### config.mk
export PLATFORM = sky130hd
export DESIGN_NAME = lsu_mem_master_flat
export DESIGN_NICKNAME = d
export VERILOG_FILES = /design/src/rtl/lsu_mem_master_if.sv /design/src/rtl/lsu_mem_master.sv /design/src/flat_wrapper.sv
export SDC_FILE = /design/constraint.sdc
export NUM_CORES = 1
export LEC_CHECK = 0
export ABC_AREA = 1
export ABC_CLOCK_PERIOD_IN_PS = 1400
export BUFFER_PORTS_ARGS = -buffer_cell sky130_fd_sc_hd__buf_2
export CAP_MARGIN = 20
export CORE_MARGIN = 1
export CORE_UTILIZATION = 25
export CTS_CLUSTER_SIZE = 30
export DETAILED_ROUTE_END_ITERATION = 8
export PLACE_DENSITY = 0.59
export SLEW_MARGIN = 20
export SYNTH_ARGS = -nofsm -noshare
export SYNTH_HDL_FRONTEND = slang
export SYNTH_SLANG_ARGS = --single-unit
export TNS_END_PERCENT = 10
### constraint.sdc
create_clock -name clk -period 1.4 [get_ports clk]
set_input_delay 0.07 -clock clk [delete_from_list [all_inputs] [get_ports clk]]
set_output_delay 0.07 -clock clk [all_outputs]
set_load 0.05 [all_outputs]
### src/rtl/lsu_mem_master_if.sv
// Load/store pipeline handshake plus the simple RAM port, bundled for lsu_mem_master.
// master: the LSU side. slave: the pipeline/RAM environment side.
interface lsu_mem_master_if;
   logic        req_valid_i;
   logic        req_wen_i;
   logic [63:0] req_addr_i;
   logic [63:0] req_wdata_i;
   logic [1:0]  req_size_i;
   logic        req_unsigned_i;
   logic        req_ready_o;

   logic        resp_valid_o;
   logic        resp_ready_i;
   logic [63:0] resp_rdata_o;
   logic        resp_err_o;

   logic [31:0] ram_raddr_o;
   logic        ram_ren_o;
   logic [63:0] ram_rdata_i;
   logic        ram_rready_i;

   logic [31:0] ram_waddr_o;
   logic [63:0] ram_wdata_o;
   logic [63:0] ram_wmask_o;
   logic        ram_wen_o;
   logic        ram_wready_i;
   logic        ram_bvalid_i;

   modport master (
      input  req_valid_i, req_wen_i, req_addr_i, req_wdata_i, req_size_i, req_unsigned_i,
      output req_ready_o,
      output resp_valid_o, resp_rdata_o, resp_err_o,
      input  resp_ready_i,
      output ram_raddr_o, ram_ren_o,
      input  ram_rdata_i, ram_rready_i,
      output ram_waddr_o, ram_wdata_o, ram_wmask_o, ram_wen_o,
      input  ram_wready_i, ram_bvalid_i
   );

   modport slave (
      output req_valid_i, req_wen_i, req_addr_i, req_wdata_i, req_size_i, req_unsigned_i,
      input  req_ready_o,
      input  resp_valid_o, resp_rdata_o, resp_err_o,
      output resp_ready_i,
      input  ram_raddr_o, ram_ren_o,
      output ram_rdata_i, ram_rready_i,
      input  ram_waddr_o, ram_wdata_o, ram_wmask_o, ram_wen_o,
      output ram_wready_i, ram_bvalid_i
   );
endinterface

### src/rtl/lsu_mem_master.sv
// Single-outstanding LSU-to-RAM master: load response at accept+2, store at accept+3, fault at accept+1.
// Takes one request only in IDLE; holds the response until resp_ready_i; RAM waits bounded by TIMEOUT.
module lsu_mem_master #(
   parameter int TIMEOUT = 16
) (
   input  logic              clk,
   input  logic              rst,
   lsu_mem_master_if.master  bus
);

   localparam int CNT_W = $clog2(TIMEOUT + 1);

   typedef enum logic [2:0] {
      IDLE    = 3'd0,
      RD      = 3'd1,
      WR      = 3'd2,
      WR_RESP = 3'd3,
      RESP    = 3'd4
   } state_t;

   state_t           state_q, state_d;
   logic [CNT_W-1:0] cnt_q, cnt_d;
   logic [31:0]      addr_q;
   logic [63:0]      wdata_q;
   logic [63:0]      wmask_q;
   logic [1:0]       size_q;
   logic             uns_q;
   logic [63:0]      rdata_q, rdata_d;
   logic             err_q, err_d;

   logic             accept;
   logic             fault;
   logic             timeout;
   logic             req_ready;
   logic             resp_valid;
   logic             ren;
   logic             wen;
   logic [63:0]      mask_in;
   logic [63:0]      load_ext;

   // Only the low 2 GiB window above 0x8000_0000 is backed by RAM.
   assign fault   = (bus.req_addr_i[63:32] != 32'd0) || !bus.req_addr_i[31];
   assign timeout = (cnt_q == CNT_W'(TIMEOUT - 1));

   always_comb begin
      mask_in = 64'd0;
      case (bus.req_size_i)
         2'd0:    mask_in = 64'h0000_0000_0000_00FF;
         2'd1:    mask_in = 64'h0000_0000_0000_FFFF;
         2'd2:    mask_in = 64'h0000_0000_FFFF_FFFF;
         default: mask_in = 64'hFFFF_FFFF_FFFF_FFFF;
      endcase
   end

   // RAM returns data already aligned to the byte address, so only extension is needed.
   always_comb begin
      load_ext = 64'd0;
      case (size_q)
         2'd0: load_ext = uns_q ? {56'd0, bus.ram_rdata_i[7:0]}
                                : {{56{bus.ram_rdata_i[7]}}, bus.ram_rdata_i[7:0]};
         2'd1: load_ext = uns_q ? {48'd0, bus.ram_rdata_i[15:0]}
                                : {{48{bus.ram_rdata_i[15]}}, bus.ram_rdata_i[15:0]};
         2'd2: load_ext = uns_q ? {32'd0, bus.ram_rdata_i[31:0]}
                                : {{32{bus.ram_rdata_i[31]}}, bus.ram_rdata_i[31:0]};
         default: load_ext = bus.ram_rdata_i;
      endcase
   end

   always_comb begin
      state_d    = state_q;
      cnt_d      = '0;
      rdata_d    = rdata_q;
      err_d      = err_q;
      accept     = 1'b0;
      req_ready  = 1'b0;
      resp_valid = 1'b0;
      ren        = 1'b0;
      wen        = 1'b0;
      case (state_q)
         IDLE: begin
            req_ready = 1'b1;
            if (bus.req_valid_i) begin
               accept = 1'b1;
               if (fault) begin
                  state_d = RESP;
                  rdata_d = 64'd0;
                  err_d   = 1'b1;
               end else if (bus.req_wen_i) begin
                  state_d = WR;
               end else begin
                  state_d = RD;
               end
            end
         end
         RD: begin
            ren = 1'b1;
            if (bus.ram_rready_i) begin
               state_d = RESP;
               rdata_d = load_ext;
               err_d   = 1'b0;
            end else if (timeout) begin
               state_d = RESP;
               rdata_d = 64'd0;
               err_d   = 1'b1;
            end else begin
               cnt_d = cnt_q + CNT_W'(1);
            end
         end
         WR: begin
            if (bus.ram_wready_i) begin
               wen     = 1'b1;
               state_d = WR_RESP;
            end else if (timeout) begin
               state_d = RESP;
               rdata_d = 64'd0;
               err_d   = 1'b1;
            end else begin
               cnt_d = cnt_q + CNT_W'(1);
            end
         end
         WR_RESP: begin
            if (bus.ram_bvalid_i) begin
               state_d = RESP;
               rdata_d = 64'd0;
               err_d   = 1'b0;
            end else if (timeout) begin
               state_d = RESP;
               rdata_d = 64'd0;
               err_d   = 1'b1;
            end else begin
               cnt_d = cnt_q + CNT_W'(1);
            end
         end
         RESP: begin
            resp_valid = 1'b1;
            if (bus.resp_ready_i) begin
               state_d = IDLE;
            end
         end
         default: begin
            state_d = IDLE;
         end
      endcase
   end

   always_ff @(posedge clk or negedge rst) begin
      if (!rst) begin
         state_q <= IDLE;
         cnt_q   <= '0;
         rdata_q <= 64'd0;
         err_q   <= 1'b0;
      end else begin
         state_q <= state_d;
         cnt_q   <= cnt_d;
         rdata_q <= rdata_d;
         err_q   <= err_d;
      end
   end

   // Store data is masked at capture so the RAM port never sees bytes outside the access.
   always_ff @(posedge clk or negedge rst) begin
      if (!rst) begin
         addr_q  <= 32'd0;
         wdata_q <= 64'd0;
         wmask_q <= 64'd0;
         size_q  <= 2'd0;
         uns_q   <= 1'b0;
      end else if (accept) begin
         addr_q  <= bus.req_addr_i[31:0];
         wdata_q <= bus.req_wdata_i & mask_in;
         wmask_q <= mask_in;
         size_q  <= bus.req_size_i;
         uns_q   <= bus.req_unsigned_i;
      end
   end

   assign bus.req_ready_o  = req_ready;
   assign bus.resp_valid_o = resp_valid;
   assign bus.resp_rdata_o = rdata_q;
   assign bus.resp_err_o   = err_q;
   assign bus.ram_ren_o    = ren;
   assign bus.ram_raddr_o  = addr_q;
   assign bus.ram_wen_o    = wen;
   assign bus.ram_waddr_o  = addr_q;
   assign bus.ram_wdata_o  = wdata_q;
   assign bus.ram_wmask_o  = wmask_q;

endmodule

### src/flat_wrapper.sv
// flat-port wrapper written by rule: the top's interface ports become plain ports
module lsu_mem_master_flat 
#(
   parameter int TIMEOUT = 16
)
  (clk, rst, bus_req_valid_i, bus_req_wen_i, bus_req_addr_i, bus_req_wdata_i, bus_req_size_i, bus_req_unsigned_i, bus_req_ready_o, bus_resp_valid_o, bus_resp_rdata_o, bus_resp_err_o, bus_resp_ready_i, bus_ram_raddr_o, bus_ram_ren_o, bus_ram_rdata_i, bus_ram_rready_i, bus_ram_waddr_o, bus_ram_wdata_o, bus_ram_wmask_o, bus_ram_wen_o, bus_ram_wready_i, bus_ram_bvalid_i);
  lsu_mem_master_if bus_i ();
  input  logic clk;
  input  logic rst;
  input wire logic [$bits(bus_i.req_valid_i)-1:0] bus_req_valid_i;
  input wire logic [$bits(bus_i.req_wen_i)-1:0] bus_req_wen_i;
  input wire logic [$bits(bus_i.req_addr_i)-1:0] bus_req_addr_i;
  input wire logic [$bits(bus_i.req_wdata_i)-1:0] bus_req_wdata_i;
  input wire logic [$bits(bus_i.req_size_i)-1:0] bus_req_size_i;
  input wire logic [$bits(bus_i.req_unsigned_i)-1:0] bus_req_unsigned_i;
  output wire logic [$bits(bus_i.req_ready_o)-1:0] bus_req_ready_o;
  output wire logic [$bits(bus_i.resp_valid_o)-1:0] bus_resp_valid_o;
  output wire logic [$bits(bus_i.resp_rdata_o)-1:0] bus_resp_rdata_o;
  output wire logic [$bits(bus_i.resp_err_o)-1:0] bus_resp_err_o;
  input wire logic [$bits(bus_i.resp_ready_i)-1:0] bus_resp_ready_i;
  output wire logic [$bits(bus_i.ram_raddr_o)-1:0] bus_ram_raddr_o;
  output wire logic [$bits(bus_i.ram_ren_o)-1:0] bus_ram_ren_o;
  input wire logic [$bits(bus_i.ram_rdata_i)-1:0] bus_ram_rdata_i;
  input wire logic [$bits(bus_i.ram_rready_i)-1:0] bus_ram_rready_i;
  output wire logic [$bits(bus_i.ram_waddr_o)-1:0] bus_ram_waddr_o;
  output wire logic [$bits(bus_i.ram_wdata_o)-1:0] bus_ram_wdata_o;
  output wire logic [$bits(bus_i.ram_wmask_o)-1:0] bus_ram_wmask_o;
  output wire logic [$bits(bus_i.ram_wen_o)-1:0] bus_ram_wen_o;
  input wire logic [$bits(bus_i.ram_wready_i)-1:0] bus_ram_wready_i;
  input wire logic [$bits(bus_i.ram_bvalid_i)-1:0] bus_ram_bvalid_i;
  assign bus_i.req_valid_i = bus_req_valid_i;
  assign bus_i.req_wen_i = bus_req_wen_i;
  assign bus_i.req_addr_i = bus_req_addr_i;
  assign bus_i.req_wdata_i = bus_req_wdata_i;
  assign bus_i.req_size_i = bus_req_size_i;
  assign bus_i.req_unsigned_i = bus_req_unsigned_i;
  assign bus_req_ready_o = bus_i.req_ready_o;
  assign bus_resp_valid_o = bus_i.resp_valid_o;
  assign bus_resp_rdata_o = bus_i.resp_rdata_o;
  assign bus_resp_err_o = bus_i.resp_err_o;
  assign bus_i.resp_ready_i = bus_resp_ready_i;
  assign bus_ram_raddr_o = bus_i.ram_raddr_o;
  assign bus_ram_ren_o = bus_i.ram_ren_o;
  assign bus_i.ram_rdata_i = bus_ram_rdata_i;
  assign bus_i.ram_rready_i = bus_ram_rready_i;
  assign bus_ram_waddr_o = bus_i.ram_waddr_o;
  assign bus_ram_wdata_o = bus_i.ram_wdata_o;
  assign bus_ram_wmask_o = bus_i.ram_wmask_o;
  assign bus_ram_wen_o = bus_i.ram_wen_o;
  assign bus_i.ram_wready_i = bus_ram_wready_i;
  assign bus_i.ram_bvalid_i = bus_ram_bvalid_i;
  lsu_mem_master #(.TIMEOUT(TIMEOUT)) u_core (.clk(clk), .rst(rst), .bus(bus_i));
endmodule
==> impl_summary.log <==
INFO  metric outcome = complete, but fails checks
INFO  metric violations_in_the_final_reports = setup timing
INFO  metric postPlaceCellArea = 12300 um^2
INFO  metric ant_nets = 0
INFO  metric crit-reg2reg-launch = u_core.state_q[1]$_DFFE_PN0P_
INFO  metric grt_usage = 17.7%
INFO  metric syn-mean-instance-area = 7.27 um^2
INFO  metric multi_input_area = 3950 um^2
INFO  metric final_area = 15100 um^2
INFO  metric clkPwrFrac = 28.5%
INFO  metric total_power = 0.0186 W
INFO  metric combinationalPowerShare = 39.4%
INFO  metric top_library_cells_by_usage_in_the_layout_fill_and_taps_aside = 504 x sky130_fd_sc_hd__nand2_1, 416 x sky130_fd_sc_hd__buf_2, 170 x sky130_fd_sc_hd__dfrtp_1, 126 x sky130_fd_sc_hd__inv_1, 121 x sky130_fd_sc_hd__dlygate4sd3_1
INFO  metric worst_clock_skew = 0.00627 ns
INFO  metric ff_latch_area = 4410 um^2
INFO  metric setup.worst_path.start = u_core.state_q[1]$_DFFE_PN0P_
INFO  metric tritoncts_clock_tree = yes
INFO  metric root_buffer = sky130_fd_sc_hd__clkbuf_16
INFO  metric min-delay-path-class = input port to register
INFO  metric totalWireLength = 35000 um
INFO  metric synthCells = 1309
INFO  metric drtIter0Drc = 541
INFO  metric placed_cells = 2206
INFO  metric slew_violations = 0
INFO  metric die_area = 38800 um^2
INFO  metric clockBufferDepth = 2
INFO  metric routed_wire_length_per_instance = 14.7 um
INFO  metric via_count_of_the_first_global_routing_pass = 9783
INFO  metric path_max_fanout = 4
INFO  metric tightest_slew = 0.442 ns
INFO  metric die-width = 197 um
INFO  metric cts_inserted_buffers = 17
INFO  metric end_kind = output port
INFO  metric synthesis.nets = 1513
INFO  metric post-route-util = 40.2%
INFO  metric routed_via_density = 4.33
INFO  metric post-route-drc-count = 0
INFO  metric port-buffer-count = 463
INFO  metric clkLatencyLatePin = 0.45 ns
INFO  metric gr-usage-met1 = 22.7%
INFO  metric layoutNonFillerInstCount = 2386
INFO  metric htreeDepth = 4
INFO  metric final_nets = 2062
INFO  metric layout_min_cycle_time = 1.56 ns
INFO  metric wire_length_of_the_first_global_routing_pass = 53400 um
INFO  metric leakage_power_of_the_design = 8.21 nW
INFO  metric fmax = 0.640 GHz
INFO  metric number_of_sinks_on_the_clock_net = 176
INFO  metric timing.final.hold_violations = 0
INFO  metric met3_usage = 3.48%
INFO  metric switchingPower = 0.00782 W
INFO  metric grt_overflow_total = 0
INFO  metric hold_path.startpoint = bus_ram_wready_i
INFO  metric syn-cell-area = 9510 um^2
INFO  metric finalWorstSetupSlack = -0.162 ns
INFO  metric groute.layer.met2.usage = 29.0%
INFO  metric syn_to_final_growth = 58.7%
INFO  metric max-slew-margin-rel = 70.5%
INFO  metric worst_ep_required_time = 1.33 ns
INFO  metric core-area = 37600 um^2
INFO  metric yosys_warnings = 0
INFO  metric layout_commonest_cell = sky130_fd_sc_hd__nand2_1
INFO  metric routabilityCongestion = 0.885
INFO  metric power.internal = 0.0108 W
INFO  metric seqPwrFrac = 32.2%
INFO  metric io-pin-count = 464
INFO  metric grt_max_degree = 48
INFO  metric path_class = register to output port
INFO  metric power-per-cell-area = 1230 nW/um^2
INFO  metric ys_types = 30
INFO  metric nFillCells = 3805
INFO  metric path_clk_slew = 0.06 ns
INFO  metric setup.worst_path.start_class = register
INFO  metric drive_gt1_share = 38.2%
INFO  metric antenna_violations_before_repair = 6
INFO  metric synth-seq-cells = 176
INFO  metric maxCapViolations = 0
INFO  metric max-vdd-ir-drop = 0.839 mV
INFO  metric start_util = 25.3%
INFO  metric final.period_utilization = 112%
INFO  metric power.share.switching = 42.0%
INFO  metric fp-row-count = 71
INFO  metric setup-violations-final = 176
INFO  metric chipHeight = 197 um
INFO  metric setup_repair_after_global_routing_missed_its_margin = yes
INFO  metric yosysSeqAreaShare = 46.3%
INFO  metric route.vias.total = 10300
INFO  metric dp_hpwl = 24000 um
INFO  metric grt_busiest_layer = met2
INFO  metric first_pass_iters = 5
INFO  metric cp_data_arrival_time = 1.49 ns
## sequential cells by signal (all words and copies together), names as in the netlist
register                 count
u_core.bus.ram_wdata_o      64
u_core.bus.resp_rdata_o     64
u_core.bus.ram_raddr_o      32
u_core.cnt_q                 5
u_core.bus.ram_wmask_o       4
u_core.state_q               3
u_core.size_q                2
u_core.bus.resp_err_o        1
u_core.uns_q                 1
## worst paths after layout
path / cells after the start / to / slack [ns]
hold / removal: 4 / u_core.cnt_q[3]$_DFF_PN0_ / 0.02
setup reg to reg: 8 / u_core.bus.ram_wdata_o[63]$_DFFE_PN0P_ / -0.15
min in group asynchronous: 2 / u_core.bus.resp_rdata_o[28]$_DFFE_PN0P_ / 0.14
setup / recovery: 5 / bus_req_ready_o / -0.16
hold reg to reg: 2 / u_core.bus.ram_wdata_o[1]$_DFFE_PN0P_ / 0.47
max in group asynchronous: 3 / u_core.bus.ram_wdata_o[63]$_DFFE_PN0P_ / 0.63
## area by class of cell
type	instances	area share, %
Clock inverter	10	1.16
Clock buffer	22	3.14
Multi-Input combinational cell	846	26.2
Inverter	133	3.42
Tap cell	511	4.24
Timing Repair Buffer	684	32.6
Antenna cell	4	0.0663
Sequential cell	176	29.2
## routing by layer
metal / share of wire, % / vias up
met1: 44 / 4857
li1: - / 5027
met3: 4.6 / 74
met2: 48 / 369
met5: 0.074 / -
met4: 3.3 / 4
## synthesized netlist by cell type (all sizes together)
master / instances / area (um^2)
a21oi: 5 / 36.3
and3b: 1 / 8.76
buf: 132 / 916
clkbuf: 23 / 86.3
dfrtp: 176 / 4400
ha: 1 / 12.5
inv: 133 / 499
nand2: 520 / 1960
nand3: 83 / 425
nand4: 4 / 25.0
nor2: 91 / 367
nor3: 2 / 10.0
o211a: 1 / 10.0
o211ai: 10 / 75.1
o21a: 1 / 7.51
o21ai: 101 / 513
o31ai: 1 / 7.51
or2: 23 / 144
xor2: 1 / 8.76
## what timing repair did
item / 4_1_cts / 5_1_grt
endpoints found under the hold margin: 264 / 0
endpoints found under the setup margin: 228 / 236
hold buffers: 121 / 0
buffers inserted: 11 / 7
pin swaps: 10 / 16
gates resized for setup: 159 / 92
cloned: 8 / 1
## worst max-delay path, cell delays in order, from the launching register on
cell                         delay (ns)
sky130_fd_sc_hd__dfrtp_2           0.46
sky130_fd_sc_hd__nor2_4            0.18
sky130_fd_sc_hd__nand2_4           0.09
sky130_fd_sc_hd__clkinvlp_4        0.09
sky130_fd_sc_hd__buf_6             0.10
sky130_fd_sc_hd__buf_8             0.13
## kinds of logic after synthesis
logic type / synth area share [%]
adder cells (fa/ha/maj): 0.132
flip-flops: 46.3
XOR/XNOR: 0.0921
buffers and inverters: 15.8
AO/OA/AOI/OAI: 6.83
AND/OR/NAND/NOR: 30.9
## per-stage QoR
step                      setup TNS, ns  hold WS (ns)  setup WS [ns]
after CTS                        -15.80       0.00860         -0.164
after global placement           -15.34        0.0654         -0.182
after floorplan                  -12.29        -0.226         -0.172
after detailed placement         -23.31        0.0659         -0.227
after global routing             -31.45        0.0243         -0.227
final                            -16.55        0.0223         -0.162
## power groups by stage
stage / logic (W) / clock network (W) / registers, W
2_1_floorplan: 0.00347 / 0 / 0.00770
3_3_place_gp: 0.00652 / 0 / 0.00604
3_5_place_dp: 0.00654 / 0 / 0.00606
4_1_cts: 0.00721 / 0.00547 / 0.00597
5_1_grt: 0.00770 / 0.00564 / 0.00605
6_report: 0.00733 / 0.00530 / 0.00599
(Power assumes the default switching activity.)
